[config.mk]
export PLATFORM = sky130hd
export DESIGN_NAME = dot_mac_pipe
export DESIGN_NICKNAME = d
export VERILOG_FILES = /design/src/rtl/dot_mac_pipe.sv
export SDC_FILE = /design/constraint.sdc
export NUM_CORES = 2
export LEC_CHECK = 0
export ABC_AREA = 0
export CORE_MARGIN = 2
export CORE_UTILIZATION = 53
export DETAILED_ROUTE_END_ITERATION = 12
export PLACE_DENSITY = 0.67
export SLEW_MARGIN = 20
export SYNTH_ARGS = -nofsm -noshare
export SYNTH_HDL_FRONTEND = slang
export SYNTH_SLANG_ARGS = --single-unit
[constraint.sdc]
create_clock -name clk -period 9.13 [get_ports clk]
set_input_delay 1.826 -clock clk [delete_from_list [all_inputs] [get_ports clk]]
set_output_delay 1.826 -clock clk [all_outputs]
set_load 0.02 [all_outputs]
[src/rtl/dot_mac_pipe.sv]
// dot_mac_pipe: three-stage unsigned dot-product multiply-accumulate pipeline.
// Stage 1 registers the per-lane products, stage 2 their full-width sum, and
// stage 3 updates the running accumulator that drives out_data.
// Optional feature: define DOT_MAC_PIPE_SAT_EN to saturate the accumulator on
// overflow; without it the accumulator wraps modulo 2^ACC_W. The sticky ovf
// flag behaves the same in both builds.
module dot_mac_pipe #(
  parameter int WIDTH = 16,
  parameter int LANES = 4,
  parameter int ACC_W = 40
) (
  input  logic                     clk,
  input  logic                     reset,
  input  logic                     in_valid,
  input  logic                     in_first,
  input  logic [LANES*WIDTH-1:0]   a_vec,
  input  logic [LANES*WIDTH-1:0]   b_vec,
  output logic                     out_valid,
  output logic [ACC_W-1:0]         out_data,
  output logic                     ovf
);

  localparam int PROD_W = 2 * WIDTH;
  localparam int SUM_W  = PROD_W + $clog2(LANES);
  localparam int EXT_W  = ((ACC_W > SUM_W) ? ACC_W : SUM_W) + 1;

  logic [PROD_W-1:0] prodNext [LANES];
  logic [PROD_W-1:0] prod     [LANES];
  logic              valid1;
  logic              first1;

  logic [SUM_W-1:0]  sumNext;
  logic [SUM_W-1:0]  sum;
  logic              valid2;
  logic              first2;

  logic [EXT_W-1:0]  total;
  logic              overflow;
  logic [ACC_W-1:0]  accNext;
  logic              ovfNext;

  // Slice each lane out of the input vectors and form its full-width product.
  always_comb begin
    for (int i = 0; i < LANES; i++) begin
      prodNext[i] = PROD_W'(a_vec[i*WIDTH +: WIDTH]) * PROD_W'(b_vec[i*WIDTH +: WIDTH]);
    end
  end

  // Stage 1: capture the lane products along with the sample's valid/first tags.
  always_ff @(posedge clk or posedge reset) begin
    if (reset) begin
      for (int i = 0; i < LANES; i++) prod[i] <= '0;
      valid1 <= 1'b0;
      first1 <= 1'b0;
    end else begin
      for (int i = 0; i < LANES; i++) prod[i] <= prodNext[i];
      valid1 <= in_valid;
      first1 <= in_first;
    end
  end

  // Add the registered products, widened so the sum can never truncate.
  always_comb begin
    sumNext = '0;
    for (int i = 0; i < LANES; i++) begin
      sumNext = sumNext + SUM_W'(prod[i]);
    end
  end

  // Stage 2: register the lane sum and forward the tags.
  always_ff @(posedge clk or posedge reset) begin
    if (reset) begin
      sum    <= '0;
      valid2 <= 1'b0;
      first2 <= 1'b0;
    end else begin
      sum    <= sumNext;
      valid2 <= valid1;
      first2 <= first1;
    end
  end

  // Form the next accumulator value one bit wider than needed, so any carry
  // past ACC_W shows up as an overflow event; a first sample restarts from zero.
  always_comb begin
    total    = (first2 ? EXT_W'(0) : EXT_W'(out_data)) + EXT_W'(sum);
    overflow = |total[EXT_W-1:ACC_W];
`ifdef DOT_MAC_PIPE_SAT_EN
    accNext  = overflow ? {ACC_W{1'b1}} : total[ACC_W-1:0];
`else
    accNext  = total[ACC_W-1:0];
`endif
    ovfNext  = first2 ? overflow : (ovf | overflow);
  end

  // Stage 3: update the accumulator and sticky flag only for valid samples;
  // bubbles leave both untouched so out_data holds between results.
  always_ff @(posedge clk or posedge reset) begin
    if (reset) begin
      out_data  <= '0;
      ovf       <= 1'b0;
      out_valid <= 1'b0;
    end else begin
      out_valid <= valid2;
      if (valid2) begin
        out_data <= accNext;
        ovf      <= ovfNext;
      end
    end
  end

endmodule

==> results.txt <==
Status - finished clean
Initial core utilization - 0.537
Syn Inst Count - 4751
Syn_area_per_cell - 9.31 um2
DIE WIDTH - 293 um
Initial DRC count - 1694
Maximum clock rate - 123 MHz
Worst skew pair latency - 530 ps
Hold buffers post-CTS - 0
Main combinational cell family by area after synthesis - adder cells
Hold Crit Class - flop to flop
Highest metal used - met5
Final hold vios - 0
M1 wire length - 46.9 mm
CTS clk-pin slew, worst paths - 70 ps
Hold WS - 362 ps
CTS buffer count - 22
Sequential share of the synthesized area - 0.118
Count of cell types in the netlist - 67
Post-synthesis adder-cell area fraction - 0.517
Clock Skew - 28.8 ps
Clock net sink count - 208
Via density - 5.43
Root Buffer - clkbuf_16
PnR worst setup slack - 980 ps
Cell mode on critical path - fa_1
Total Nets Final - 6325
CP endpoint kind - flop
CP max FO - 16
Required @ worst endpoint - 9560 ps
Commonest cells after routing, fill and taps aside - 945 x inv_1, 841 x fa_1, 641 x nand2_1
Post-synthesis compound-gate area fraction - 0.0729
Synth Area in XOR/XNOR - 0.0327
Multiplexer area fraction after synthesis - 0.00713
Htree depth - 1
Antenna diodes - 0
DR pass1 iterations - 5
Gpl congestion - 0.889
CTS Buffer Depth - 3
Filler instances - 7275
Core ar. - 82400 um2
Area occupied by multi-input gates - 34900 um2
CP Launch Type - primary input
Syn_nets - 6207
Setup Fix Bufs, Post-CTS - 0
WL met2 - 54.1 mm
Die H - 293 um
Rel. slew slack - 0.375
Ys flop type - dfrtp_1
Initial antenna violation count - 2
Fin crit share - 0.893
# port buffers - 173
Row cnt - 105
CP Buf/Inv Count - 4
Resized Gates After CTS - 0
Yosys top cell area share - 0.380
Overflow after GRT - 0
Synth top area cells - fa_1 38%, ha_1 14%, dfrtp_1 12%, inv_1 8.0%, and2_1 6.7%
Post-Synth Simple-Gate Area - 0.159
GRT Total Usage - 0.265
Top Ports - 174
Crit path cell chain - clkdlybuf4s50_1, nand2_1, fa_1, fa_1, fa_1, fa_1, inv_1, fa_1, inv_1, fa_1, inv_1, ha_1, a21oi_1, o21ai_0, or3_4, o311a_4, a211o_2, a311oi_2, o21ai_1, a31oi_1, xnor2_1
DR WL/cell - 18.3 um
Max cap viols - 0
Crit path DAT - 8580 ps
Critical path class - primary input to flop
Warnings, synthesis - 0
Async set-reset flop share out of synthesis - 1.00
RSZ-0062 raised after global routing - no
FF+latch area - 5200 um2
Drt drc - 0
First-pass GRT wire length - 182 mm
Share of cells above drive strength 1 - 0.0340
Number of global-route vias before repair - 34800
Slew @ Worst Pin - 937 ps
Crit path largest cell delay - 890 ps
CP max-delay cell - clkdlybuf4s50_1
Min cycle time layout - 8150 ps
Metal3 WL - 5.06 mm
Largest net degree at the start of global routing - 78
Crit path max-delay family - adder cells
Final setup vio count - 0
Detail Route Antenna Nets - 0
Largest area contributor in the netlist - fa_1
Post-synth EDFFs - 0
Cell area after synthesis - 44300 um2
Slew Limit Fails - 0
Commonest non-fill, non-tap cell in the layout - inv_1
Flops & latches, synth - 208
Die ar. - 85800 um2
Dpl ws - 441 ps
CTS tree - done
Setup TNS - 0 ps
Final core utilization - 0.584
DR vias - 32300
Area growth, synth to finish - 8.63%
DRT Wirelength - 109 mm
Detailed Place HPWL - 90.5 mm
-- worst paths after layout --
check,start,to,slack [ps],cells after the start
setup / recovery,b_vec[2],prod[126],980,21
hold / removal,first1,first2,360,0
setup reg to reg,prod[65],sum[31],4660,14
hold reg to reg,first1,first2,360,0
max in group asynchronous,reset,prod[92],6050,3
min in group asynchronous,reset,out_data[7],1750,2
-- routing by layer --
| layer | up-vias | GRT usage |
|---|---|---|
| li1 | 14800 | - |
| met5 | - | 0 |
| met2 | 856 | 0.460 |
| met4 | 4 | 0.0633 |
| met3 | 184 | 0.0204 |
| met1 | 16500 | 0.364 |
-- registers in the layout (all words and copies together) (netlist names) --
register   count
sum           34
ovf            1
first1         1
valid2         1
out_valid      1
valid1         1
prod         128
first2         1
out_data      40
-- per-stage QoR --
| step | cell area [um2] | cells |
|---|---|---|
| after floorplan | 44300 | 4751 |
| after global placement | 47300 | 5915 |
| after detailed placement | 47300 | 5915 |
| after CTS | 48100 | 5955 |
| after global routing | 48100 | 5955 |
| final | 48100 | 5955 |
-- cells by family (layout without fill, tap and decap cells) --
| logic type | count (synthesis) | in the layout |
|---|---|---|
| compound gates | 500 | 500 |
| flops | 208 | 208 |
| buf+inv | 1105 | 1239 |
| fa+ha+maj | 1324 | 1324 |
| xor+xnor | 165 | 165 |
| simple gates | 1421 | 1421 |
| mux | 28 | 28 |
-- worst reg2reg max path, cell delays in order, from the launching register on --
cell	delay [ps]
dfrtp_1	440
fa_1	530
fa_1	420
ha_1	220
inv_1	90
fa_1	200
nor2b_1	70
o31a_1	280
o31ai_1	360
a21oi_1	200
o21ba_2	260
a211oi_2	340
a21oi_1	220
o21a_1	240
o311ai_1	430
-- layout make-up --
type	count	area share
multi-input combinational	3438	0.726
sequential	208	0.108
inverter	947	0.0741
timing repair buffer	252	0.0484
tap	1070	0.0278
clock buffer	30	0.0129
clock inverter	10	0.00265
-- Yosys cell counts (4+ instances only) --
master / instances
nand3_1: 35
nor4_1: 5
a211oi_1: 14
a21o_1: 74
o21bai_1: 25
nand2_1: 641
fa_1: 841
xnor2_1: 123
or2_2: 9
a21oi_1: 160
a21boi_0: 6
xor2_1: 42
nand2b_1: 24
nor2_1: 89
nand4_1: 18
and4_1: 8
o221ai_1: 4
a311oi_1: 4
dfrtp_1: 208
nor3_1: 26
and3_1: 18
o21ai_0: 84
o21a_1: 26
mux2_2: 28
and2_1: 476
o21ai_1: 5
a31oi_1: 21
o31a_1: 6
o31ai_1: 15
o211ai_1: 10
inv_1: 946
or3_1: 9
nor2b_1: 53
clkbuf_1: 157
ha_1: 483
Power is not shown: default switching activity piles up to over one toggle a cycle in this logic, so the estimate is an artifact.
